## src/rtl/sprite_pkg.sv

```systemverilog
// Object-descriptor layout, identity codes and manager state encoding shared
// by obj_manager and display.
package sprite_pkg;

  localparam int DESC_W    = 26;
  localparam int FRAME_LSB = 23;
  localparam int FRAME_W   = 3;
  localparam int ID_LSB    = 21;
  localparam int ID_W      = 2;
  localparam int HPOS_LSB  = 10;
  localparam int HPOS_W    = 11;
  localparam int VPOS_LSB  = 0;
  localparam int VPOS_W    = 10;

  localparam int NUM_SLOTS = 5;
  localparam int SCREEN_W  = 1024;

  localparam logic [ID_W-1:0] ID_COLL  = 2'd0;
  localparam logic [ID_W-1:0] ID_SHARK = 2'd1;

  typedef logic [DESC_W-1:0] desc_t;

  typedef enum logic [1:0] {
    ST_IDLE    = 2'd0,
    ST_UPDATE  = 2'd1,
    ST_PUBLISH = 2'd2
  } mgr_state_e;

  function automatic desc_t pack_desc(input logic [FRAME_W-1:0] frame,
                                      input logic [ID_W-1:0]    id,
                                      input logic [HPOS_W-1:0]  hpos,
                                      input logic [VPOS_W-1:0]  vpos);
    return {frame, id, hpos, vpos};
  endfunction

endpackage

```

## src/rtl/obj_slot_step.sv

```systemverilog
// Next-descriptor function for one slot per frame: retire, scroll left, and
// advance the animation frame.
module obj_slot_step
  import sprite_pkg::*;
#(
  parameter int ANIM_FRAMES = 3
) (
  input  logic [DESC_W-1:0] desc_i,
  input  logic [3:0]        speed_i,
  input  logic              step_i,
  input  logic              clear_i,
  output logic [DESC_W-1:0] desc_o
);

  localparam logic [FRAME_W-1:0] FRAME_LAST = FRAME_W'(ANIM_FRAMES - 1);

  logic [FRAME_W-1:0] frame;
  logic [HPOS_W-1:0]  hpos;
  logic [HPOS_W-1:0]  speed_ext;

  assign frame     = desc_i[FRAME_LSB +: FRAME_W];
  assign hpos      = desc_i[HPOS_LSB +: HPOS_W];
  assign speed_ext = {{(HPOS_W-4){1'b0}}, speed_i};

  // NOTE: desc_o gets a default before any branch so no latch is inferred.
  always_comb begin
    desc_o = desc_i;
    if (desc_i != '0) begin
      if (clear_i || (hpos < speed_ext)) begin
        desc_o = '0;
      end else begin
        desc_o[HPOS_LSB +: HPOS_W] = hpos - speed_ext;
        if (step_i) begin
          desc_o[FRAME_LSB +: FRAME_W] = (frame == FRAME_LAST) ? '0 : frame + 3'd1;
        end
      end
    end
  end

endmodule

```

## src/rtl/obj_manager.sv

```systemverilog
// Five-slot object manager: accepts spawns, walks every slot once per frame
// tick, then publishes the descriptors consumed by display.
module obj_manager
  import sprite_pkg::*;
#(
  parameter int SPAWN_X     = 1023,
  parameter int ANIM_FRAMES = 3,
  parameter int ANIM_DIV    = 8
) (
  input  logic        vclock,
  input  logic        reset_n,
  input  logic        vsync,
  input  logic [3:0]  scroll_speed,
  input  logic        spawn_valid,
  input  logic [1:0]  spawn_type,
  input  logic [9:0]  spawn_vpos,
  output logic        spawn_ready,
  input  logic [4:0]  clear_req,
  output logic [25:0] p_obj1,
  output logic [25:0] p_obj2,
  output logic [25:0] p_obj3,
  output logic [25:0] p_obj4,
  output logic [25:0] p_obj5,
  output logic [2:0]  active_count,
  output logic        busy
);

  localparam int               CNT_W    = (ANIM_DIV > 1) ? $clog2(ANIM_DIV) : 1;
  localparam logic [CNT_W-1:0] CNT_LAST = CNT_W'(ANIM_DIV - 1);

  mgr_state_e       state_q, state_d;
  logic [2:0]       idx_q, idx_d;
  desc_t            slot_q [NUM_SLOTS];
  desc_t            slot_d [NUM_SLOTS];
  desc_t            pobj_q [NUM_SLOTS];
  desc_t            pobj_d [NUM_SLOTS];
  logic [4:0]       pending_q, pending_d;
  logic [CNT_W-1:0] anim_cnt_q, anim_cnt_d;
  logic             step_q, step_d;
  logic             vsync_q;
  logic [2:0]       active_q, active_d;

  logic       tick, accept, has_free;
  logic [2:0] free_idx, live_cnt;
  desc_t      cur_desc, next_desc, spawn_desc;

  // End of the active-low sync pulse.
  assign tick        = ~vsync_q & vsync;
  assign spawn_ready = (state_q == ST_IDLE) && has_free;
  assign accept      = spawn_valid && spawn_ready;
  assign busy        = (state_q == ST_UPDATE) || (state_q == ST_PUBLISH);
  assign spawn_desc  = pack_desc('0, spawn_type, HPOS_W'(SPAWN_X), spawn_vpos);

  always_comb begin
    has_free = 1'b0;
    free_idx = '0;
    live_cnt = '0;
    cur_desc = '0;
    for (int i = NUM_SLOTS - 1; i >= 0; i--) begin
      if (slot_q[i] == '0) begin
        has_free = 1'b1;
        free_idx = 3'(i);
      end else begin
        live_cnt = live_cnt + 3'd1;
      end
      if (idx_q == 3'(i)) cur_desc = slot_q[i];
    end
  end

  obj_slot_step #(.ANIM_FRAMES(ANIM_FRAMES)) u_step (
    .desc_i  (cur_desc),
    .speed_i (scroll_speed),
    .step_i  (step_q),
    .clear_i (pending_q[idx_q]),
    .desc_o  (next_desc)
  );

  always_comb begin
    state_d    = state_q;
    idx_d      = idx_q;
    slot_d     = slot_q;
    pobj_d     = pobj_q;
    active_d   = active_q;
    anim_cnt_d = anim_cnt_q;
    step_d     = step_q;
    pending_d  = pending_q | clear_req;

    unique case (state_q)
      ST_IDLE: begin
        // A spawn accepted on the tick edge is written now and updated this frame.
        for (int i = 0; i < NUM_SLOTS; i++) begin
          if (accept && free_idx == 3'(i)) slot_d[i] = spawn_desc;
        end
        if (tick) begin
          state_d    = ST_UPDATE;
          idx_d      = '0;
          step_d     = (anim_cnt_q == CNT_LAST);
          anim_cnt_d = (anim_cnt_q == CNT_LAST) ? '0 : anim_cnt_q + CNT_W'(1);
        end
      end
      ST_UPDATE: begin
        for (int i = 0; i < NUM_SLOTS; i++) begin
          if (idx_q == 3'(i)) slot_d[i] = next_desc;
        end
        if (!clear_req[idx_q]) pending_d[idx_q] = 1'b0;
        if (idx_q == 3'(NUM_SLOTS - 1)) state_d = ST_PUBLISH;
        else                           idx_d   = idx_q + 3'd1;
      end
      ST_PUBLISH: begin
        state_d  = ST_IDLE;
        pobj_d   = slot_q;
        active_d = live_cnt;
      end
      default: state_d = ST_IDLE;
    endcase
  end

  // NOTE: the slot array is flops, not RAM, and must reset because an
  // all-zero descriptor is what marks a slot empty.
  // NOTE: sequential state uses non-blocking assignments only.
  always_ff @(posedge vclock or negedge reset_n) begin
    if (!reset_n) begin
      state_q    <= ST_IDLE;
      idx_q      <= '0;
      pending_q  <= '0;
      anim_cnt_q <= '0;
      step_q     <= 1'b0;
      vsync_q    <= 1'b0;
      active_q   <= '0;
      for (int i = 0; i < NUM_SLOTS; i++) begin
        slot_q[i] <= '0;
        pobj_q[i] <= '0;
      end
    end else begin
      state_q    <= state_d;
      idx_q      <= idx_d;
      pending_q  <= pending_d;
      anim_cnt_q <= anim_cnt_d;
      step_q     <= step_d;
      vsync_q    <= vsync;
      active_q   <= active_d;
      slot_q     <= slot_d;
      pobj_q     <= pobj_d;
    end
  end

  assign p_obj1       = pobj_q[0];
  assign p_obj2       = pobj_q[1];
  assign p_obj3       = pobj_q[2];
  assign p_obj4       = pobj_q[3];
  assign p_obj5       = pobj_q[4];
  assign active_count = active_q;

endmodule

```

## config.mk

```make
export PLATFORM = sky130hd
export DESIGN_NAME = obj_manager
export DESIGN_NICKNAME = d
export VERILOG_FILES = /design/src/rtl/sprite_pkg.sv /design/src/rtl/obj_slot_step.sv /design/src/rtl/obj_manager.sv
export SDC_FILE = /design/constraint.sdc
export NUM_CORES = 1
export LEC_CHECK = 0
export BUFFER_PORTS_ARGS = -buffer_cell sky130_fd_sc_hd__buf_2
export CELL_PAD_IN_SITES_DETAIL_PLACEMENT = 0
export CELL_PAD_IN_SITES_GLOBAL_PLACEMENT = 1
export CORE_AREA = 2 2 191 156
export DETAILED_ROUTE_END_ITERATION = 7
export DIE_AREA = 0 0 193 158
export HOLD_SLACK_MARGIN = 0.1
export PLACE_DENSITY = 0.85
export RECOVER_POWER = 50
export SYNTH_ARGS = -nofsm -noshare
export SYNTH_HDL_FRONTEND = slang
export SYNTH_SLANG_ARGS = --single-unit
```

## constraint.sdc

```tcl
create_clock -name vclock -period 5 [get_ports vclock]
set_input_delay 0.25 -clock vclock [delete_from_list [all_inputs] [get_ports vclock]]
set_output_delay 0.25 -clock vclock [all_outputs]
set_load 0.01 [all_outputs]
```

# Word level (Yosys, flattened, before mapping)
# Cells that the tools add are included.
word_totals:
  ff_bits: 278
  input_bits: 25
  output_inout_bits: 135
  word_cells: 138
classes:
  addsub: 8
  order_cmp: 3
  n_eq_ne: 24
  n_mux: 53
  bitwise: 5
  reduce_logical: 28
op_table:
  columns: ["op", "count"]
  rows:
  - ["26-bit two-way mux", 16]
  - ["130-bit one-hot mux with 2 select lines", 1]
  - ["26-bit logical NOT", 5]
  - ["3-bit two-way mux", 15]
  - ["26-bit nonzero test", 1]
  - ["3-bit by 1-bit adder with 3-bit output, second input constant", 7]
  - ["2-bit by 1-bit inequality test with 1-bit output, second input constant", 10]
  - ["3-bit AND reduction", 6]
  - ["3-bit by 2-bit == test with 1-bit output, second input constant", 5]
  - ["11-bit by 4-bit < comparator with 1-bit output", 1]
  - ["11-bit two-way mux", 1]
  - ["11-bit by 4-bit subtractor with 11-bit output", 1]
  - ["10-bit two-way mux", 1]
  - ["5-bit two-way mux", 2]
  - ["3-bit == test, second input constant", 3]
  - ["1-bit two-way mux", 9]
  - ["1-bit logical AND", 8]
  - ["1-bit binary-select mux with 3-bit select", 2]
  - ["3-bit by 1-bit == test with 1-bit output, second input constant", 2]
  - ["3-bit logical NOT", 2]
  - ["2-bit two-way mux", 3]
  - ["3-bit one-hot mux with 2 select lines", 1]
  - ["5-bit bitwise AND", 1]
  - ["5-bit inverter", 1]
  - ["14 further kinds", 17]

# Logic depth before layout (Yosys ltp)
# Gate-level depths: netlist (run 1).
logic_depth:
  depth_word: 13
  depth_mapped: 21
  mapped_depth_nobuf: 17

# Cells and area by module
# From an unflattened synthesis (run 1), not the netlist that was laid out.
hier_totals:
  hier_cells: 1067
  area_unflattened_um2: 13254.0
modules_own_cells:
  columns: ["module", "instances", "cells_each", "area_each_um2", "seq_area_each_um2"]
  rows:
  - ["obj_manager", 1, 977, 12617.1, 6956.7]
  - ["obj_slot_step", 1, 90, 636.9, 0.0]

# Worst setup path before layout (run 1)
# OpenSTA, ideal clock, no wires.
synth_path:
  kind: "reg-to-reg"
  startpoint: "register idx_q[2]"
  endpoint: "register slot_q[57] (netlist bit)"
  setup_ps: 134
  arrival_time_ps: 4065
  t_required_ps: 4866
  setup_slack_ps: 801
  path_stages_with_launch: 21
  path_buffers: 4
  period_less_slack_ps: 4199
  cell_sequence: "dfrtp_1 -> buf_2 -> inv_1 -> clkbuf_1 -> ha_1 -> clkbuf_1 -> o21ai_0 -> o22ai_1 -> a21oi_1 -> a21o_1 -> ha_1 -> nor2b_1 -> o21ai_0 -> a21boi_0 -> or4_1 -> inv_1 -> a21boi_2 -> o21bai_4 -> buf_6 -> a31oi_1 -> o21ai_1"
synth_between:
  elab_chain_len: 12
  elab_cells_between_ends: 21
  classes_between: "1 x order compare; 5 x eq/ne; 11 x mux; 4 x reduce/logical"
synth_rtl:
  columns: ["item", "line_no", "rtl"]
  rows:
  - ["start: declaration", "obj_manager.sv:32", "logic [2:0] idx_q, idx_d;"]
  - ["start signal: assignment", "obj_manager.sv:136", "idx_q <= idx_d;"]
  - ["3-bit == test", "obj_manager.sv:66", "if (idx_q == 3'(i)) cur_desc = slot_q[i];"]
  - ["26-bit two-way mux (5 in a row)", "obj_manager.sv:66", null]
  - ["11-bit by 4-bit < comparator with 1-bit output", "obj_slot_step.sv:29", "if (clear_i || (hpos < speed_ext)) begin"]
  - ["1-bit logical OR", "obj_slot_step.sv:29", null]
  - ["10-bit two-way mux", "obj_slot_step.sv:29", null]
  - ["26-bit two-way mux", "obj_slot_step.sv:28", "if (desc_i != '0) begin"]
  - ["26-bit two-way mux", "obj_manager.sv:103", "if (idx_q == 3'(i)) slot_d[i] = next_desc;"]
  - ["130-bit one-hot mux with 2 select lines", "obj_manager.sv:88", "unique case (state_q)"]
  - ["end signal: assignment", "obj_manager.sv:142", "slot_q <= slot_d;"]
  - ["end: declaration", "obj_manager.sv:33", "desc_t slot_q [NUM_SLOTS];"]
# Several ways; a longest one is shown, not always the timed one. The select of a mux whose other input is x is not followed.
# A chain may end at the register's enable or synchronous reset.

# Worst setup path in the final report (run 1)
layout_path:
  startpoint: "register idx_q[1]"
  endpoint: "register slot_q[5] (netlist bit)"
layout_between:
  elab_chain_len: 12
  elab_cells_between_ends: 21
  classes_between: "1 x order compare; 5 x eq/ne; 11 x mux; 4 x reduce/logical"
layout_rtl:
  columns: ["item", "line_no"]
  rows:
  - ["3-bit == test", "obj_manager.sv:66, obj_manager.sv:103"]
  - ["26-bit two-way mux (5 in a row)", "obj_manager.sv:66"]
  - ["11-bit by 4-bit < comparator with 1-bit output", "obj_slot_step.sv:29"]
  - ["1-bit logical OR", "obj_slot_step.sv:29"]
  - ["10-bit two-way mux", "obj_slot_step.sv:29"]
  - ["26-bit two-way mux", "obj_slot_step.sv:28"]
  - ["26-bit two-way mux", "obj_manager.sv:103"]
  - ["130-bit one-hot mux with 2 select lines", "obj_manager.sv:88"]
# Several ways; a longest one is shown, not always the timed one. The select of a mux whose other input is x is not followed.

==> results_dict.tcl, run 1 <==
set metrics [dict create \
    gr-usage-all-layers 0.269 \
    r2r_slack_ps 430 \
    area_delta_synth_final_pct 16.5 \
    clock_latency_ps 550 \
    ys_types 71 \
    outcome "finished, violations left" \
    synth_top_cell_by_area "dfrtp_1" \
    crit_required_ps 5420 \
    clock_skew_ps 10.8 \
    reg2reg_from "idx_q[1]" \
    clkTransAtPathRegs_ps 60 \
    grt_pass1_wl_mm 61.8 \
    die-area_sq_um 30500 \
    yosysMostFrequentCell "dfrtp_1" \
    min_period_ps 4570 \
    seqPwrFrac 0.366 \
    avgSynthCellArea_sq_um 11.1 \
    cts_setup_buffers 0 \
    violations "capacitance limit, slew limit" \
    cts_buffers 28 \
    final.fill_count 2623 \
    grt_pass1_vias 10000 \
    slowest_delay_ps 620 \
    syn_area_sq_um 13000 \
    p_sw_mw 5.04 \
    top_level_ports 160 \
    period_share 0.914 \
    synth_seq_cells 278 \
    yosysTopAreaCellShare 0.535 \
    cts_sinks 278 \
    design.core.area_sq_um 28700 \
    num_rows 56 \
    path_cells "inv_1, ha_1, nor2b_1, nand2_1, a21oi_1, a21o_1, ha_1, nor2b_1, o21ai_0, a21boi_0, or4_1, inv_1, a21boi_2, o21bai_4, a31oi_1, o21ai_1" \
    hpwlAfterDp_mm 29.2 \
    path_class "reg -> reg" \
    ys_async_sr_fraction 1.00 \
    synth.top_cells.by_area "dfrtp_1 (54%), mux2_2 (15%), a21oi_1 (3.2%)" \
    cts_tree "done" \
    vdd_drop_max_mv 0.330 \
    worstMarginPinSlew_ps 2870 \
    syn_nets 1214 \
    crit_start "idx_q[1]" \
    p_sw_frac 0.432 \
    r2r_cells 16 \
    initialDrtViolationCount 825 \
    place_congestion 1.02 \
    n_antenna_cell 0 \
    seq_area_frac_synth 0.535 \
    ant_nets 0 \
    leakage_nw 6.39 \
    rsz0062_at_grt "false" \
    hold_viol 0 \
    hold_class "in -> reg" \
    htree_levels 1 \
    synth_warnings 0 \
    viasPerCell 5.89 \
    root_buffer "clkbuf_16" \
    numPortBuffers 159 \
    cellPowerDensity_nw_per_um2 771 \
    combPwrFrac 0.445 \
    overflow 0 \
    antenna_found_initial 0 \
    r2r-end "slot_q[5]" \
    routed_wl_mm 40.2 \
    maxSlewViolCount 230 \
    power.internal_mw 6.63 \
    final_layout_size_suffix_gt1_frac 0.230 \
    setup_tns_ps 0 \
    p_clk_frac 0.189 \
    grt_max_degree 116 \
    die_x_microns 193 \
    holdPathEnd "slot_q[81]" \
    nets 1372 \
    start_util 0.452 \
    cpMaxStageDelayCell "ha_1" \
    synth-edff-count 0 \
    syn_inst 1169 \
    route.detailed.drc 0 \
    synth_commonest_cells "dfrtp_1 (278), mux2_2 (174), nand2_1 (96), a21oi_1 (84), nor2_1 (75)" \
    routedWlPerCell_microns 23.3 \
    setup_violations 0 \
    cp-start-kind "flip-flop" \
    critPathMaxFanout 19 \
    vias 10100 \
    slew_headroom -0.912 \
    timing.hold.ws_ps 112 \
    fmax_mhz 219 \
    cp.arrival_ps 4990 \
    hold_depth 3 \
    firstDrtPassIters 7 \
    cts_max_path_buffers 3 \
    synth_ff_type "dfrtp_1" \
    cap_violations 2 \
    endpoint_kind "flip-flop" \
    die_h_microns 158 \
    hp-start "spawn_vpos[3]" \
]
==> power groups by stage <==
stage	Clock (mW)	Sequential, mW	Combinational [mW]
2_1_floorplan	0	4.01	3.37
3_3_place_gp	0	4.25	5.19
3_5_place_dp	0	4.27	5.25
4_1_cts	2.24	4.23	5.28
5_1_grt	2.33	4.37	5.69
6_report	2.20	4.27	5.20
==> state kept, by name, summed over array words and instances, names as in the netlist, 5 cells and up <==
register,cells
p_obj5,26
pending_q,5
p_obj3,26
p_obj2,26
p_obj4,26
slot_q,130
p_obj1,26
==> cell usage in the layout (no fill, tap or decap), types with 8 or more instances in the layout <==
master,netlist,final
nor4_1,32,32
ha_1,19,18
a21oi_1,84,83
buf_2,3,24
nor3_1,10,10
nand2_1,96,96
dfrtp_1,278,278
clkbuf_1,65,138
nand2b_1,20,20
a22o_1,8,8
a2bb2oi_1,9,9
o21ai_0,55,55
o32a_1,12,12
o21ai_1,20,20
clkbuf_16,0,29
nor2_1,75,75
inv_1,37,37
nand3_1,14,14
nor2b_1,19,19
a31oi_1,12,12
mux2_2,174,174
buf_4,1,32
o22ai_1,13,13
==> final cells by class <==
type	instances	area (sq um)	share of cell area
Clock inverter	8	130	0.00860
Tap cell	377	472	0.0312
Sequential cell	278	6960	0.460
Timing Repair Buffer	200	966	0.0638
Multi-Input combinational cell	782	5630	0.372
Inverter	37	139	0.00918
Clock buffer	40	837	0.0553
==> per-layer routing <==
layer	track usage	share of wire
met1	0.372	0.43
met2	0.422	0.46
met3	0.0470	0.071
met4	0.103	0.040
met5	0	0
==> kinds of logic (layout without fill, tap and decap cells) <==
logic type,Yosys count,after routing,synth area share
DFF,278,278,0.535
AOI/OAI and AO/OA,279,279,0.143
xor gates and xnor gates,7,7,0.00472
adders and majority gates,20,20,0.0198
buffers and inverters,109,285,0.0326
and+or+nand+nor,300,300,0.112
muxes,176,176,0.152
==> critical path: cells and delay by family, from the launching register on <==
kind,cells,cell delay [ps]
AO/OA/AOI/OAI,8,1710
AND/OR/NAND/NOR,4,1030
adder cells (fa/ha/maj),2,860
flip-flops,1,500
buffers and inverters,2,310
==> worst max-delay path by stage <==
stage,cells after the start,to,slack (ps)
after floorplan,20,slot_q[57],800
after global placement,15,slot_q[57],630
after detailed placement,15,slot_q[5],550
after CTS,15,slot_q[5],510
after global routing,16,slot_q[57],20
final,16,slot_q[5],430
==> through the flow <==
stage | instance area, sq um | std cells | total power [mW] | utilization | worst slack, ps
6_report | 15100 | 1722 | 11.7 | 0.527 | 430
5_1_grt | 15100 | 1722 | 12.4 | 0.527 | 24.8
4_1_cts | 15300 | 1722 | 11.8 | 0.533 | 508
3_5_place_dp | 14300 | 1667 | 9.52 | 0.497 | 548
3_3_place_gp | 14300 | 1667 | 9.44 | 0.497 | 627
2_1_floorplan | 13000 | 1169 | 7.38 | - | 801
==> timing repair <==
item / in CTS / in global routing
hold endpoints to repair: 117 / 0
resized for setup: 0 / 0
hold buffers: 7 / 0
No activity file was read; power rests on OpenSTA's default activity.
==> run 2: changes to the inputs <==
- RECOVER_POWER: 50 -> default
==> results_dict.tcl, run 2 (synthesized netlist as in run 1, its figures left out) <==
set metrics [dict create \
    crit_required_ps 5440 \
    final.fill_count 2561 \
    overflow 0 \
    routedWlPerCell_microns 23.3 \
    grt_pass1_vias 10000 \
    cap_violations 0 \
    clock_latency_ps 550 \
    area_delta_synth_final_pct 18.0 \
    final_common_cell "dfrtp_1" \
    vdd_drop_max_mv 0.331 \
    route.detailed.drc 0 \
    p_sw_frac 0.427 \
    hold_viol 0 \
    viasPerCell 5.92 \
    hold_class "in -> reg" \
    root_buffer "clkbuf_16" \
    numPortBuffers 159 \
    ant_nets 0 \
    grt_max_degree 116 \
    combPwrFrac 0.452 \
    setup.worst_path.end "slot_q[7]" \
    setup_tns_ps 0 \
    maxSlewViolCount 0 \
    top_level_ports 160 \
    die_x_microns 193 \
    cp-start-kind "flip-flop" \
    max_flop_register "slot_q" \
    timing.hold.ws_ps 109 \
    crit_start "idx_q[1]" \
    cts_sinks 278 \
    mostFrequentLayoutCells "dfrtp_1 (278), mux2_2 (174), buf_2 (158)" \
    endpoint_kind "flip-flop" \
    place_congestion 1.02 \
    r2r_slack_ps 430 \
    seqPwrFrac 0.361 \
    r2r-end "slot_q[7]" \
    largest_reg_flops 130 \
    clock_skew_ps 11.1 \
    design.core.area_sq_um 28700 \
    period_share 0.913 \
    placed_cells_incl_taps 1667 \
    start_util 0.452 \
    firstDrtPassIters 5 \
    routed_wl_mm 40.1 \
    power.internal_mw 6.75 \
    critPathMaxFanout 19 \
    n_antenna_cell 0 \
    leakage_nw 6.84 \
    worstMarginPinSlew_ps 942 \
    cts_max_path_buffers 3 \
    fmax_mhz 219 \
    slew_headroom 0.371 \
    r2r_cells 16 \
    num_rows 56 \
    p_clk_frac 0.187 \
    rsz0062_at_grt "false" \
    gr-usage-all-layers 0.269 \
    cts_buffers 28 \
    grt_pass1_wl_mm 61.8 \
    fin_cells 1722 \
    reg2reg_from "idx_q[1]" \
    nets 1372 \
    cts_tree "done" \
    min_period_ps 4570 \
    vias 10200 \
    outcome "finished clean" \
    cp.arrival_ps 5000 \
    cellPowerDensity_nw_per_um2 768 \
    path_class "reg -> reg" \
    final_layout_size_suffix_gt1_frac 0.329 \
    setup_violations 0 \
    htree_levels 1 \
    initialDrtViolationCount 836 \
    die-area_sq_um 30500 \
    hpwlAfterDp_mm 29.2 \
    p_sw_mw 5.02 \
    die_h_microns 158 \
    clkTransAtPathRegs_ps 60 \
    antenna_found_initial 0 \
]
==> run 2: worst min-delay path by stage <==
stage | start | end | slack (ps) | cells past startpoint
final | spawn_vpos[3] | slot_q[81] | 110 | 3
after global routing | spawn_vpos[3] | slot_q[29] | 120 | 3
after CTS | spawn_vpos[3] | slot_q[81] | 100 | 3
after detailed placement | reset_n | p_obj1[13] | 360 | 1
after global placement | reset_n | p_obj1[13] | 360 | 1
after floorplan | reset_n | active_count[0] | -50 | 0
==> run 2: timing repair <==
action,4_1_cts,5_1_grt
gates resized for setup,0,0
hold endpoints to repair,117,0
hold buffers,7,0
setup endpoints to repair,0,0
setup buffers,0,0
==> run 2: worst max-delay path, cell delays in order, from the launching register on <==
cell	delay, ps
dfrtp_1	500
inv_1	160
ha_1	630
nor2b_1	350
nand2_1	90
a21oi_1	150
a21o_1	160
ha_1	240
nor2b_1	120
o21ai_0	210
a21boi_0	180
or4_1	470
inv_1	160
a21boi_2	80
o21bai_4	300
a22o_1	340
mux2_2	300
==> run 2: per-stage QoR <==
stage | setup WS, ps | utilization | total power [mW] | area, sq um
global route | 24.8 | 0.533 | 12.5 | 15300
finish | 433 | 0.533 | 11.8 | 15300
floorplan | 801 | - | 7.38 | 13000
global placement | 627 | 0.497 | 9.44 | 14300
CTS | 508 | 0.533 | 11.8 | 15300
detailed placement | 548 | 0.497 | 9.52 | 14300
==> run 2: cell type report <==
type / instances / area, sq um / area share
clock buffers: 40 / 837 / 0.0546
clock inverters: 8 / 130 / 0.00849
inverters: 37 / 139 / 0.00906
multi-input cells: 782 / 5630 / 0.368
flip-flops and latches: 278 / 6960 / 0.454
well taps: 377 / 472 / 0.0308
repair buffers: 200 / 1160 / 0.0754
==> run 2: metal layers <==
metal  part of all wire  GRT usage  up-vias
li1                   -          -     4531
met1               0.43      0.372     5080
met2               0.45      0.422      474
met3              0.072     0.0470      111
met4              0.043      0.103        0
met5                  0          0        -
==> run 2: power groups by stage <==
stage / clock [mW] / sequential [mW] / combinational (mW)
2_1_floorplan: 0 / 4.01 / 3.37
4_1_cts: 2.24 / 4.23 / 5.28
6_report: 2.20 / 4.25 / 5.32
3_3_place_gp: 0 / 4.25 / 5.19
5_1_grt: 2.33 / 4.35 / 5.81
3_5_place_dp: 0 / 4.27 / 5.25
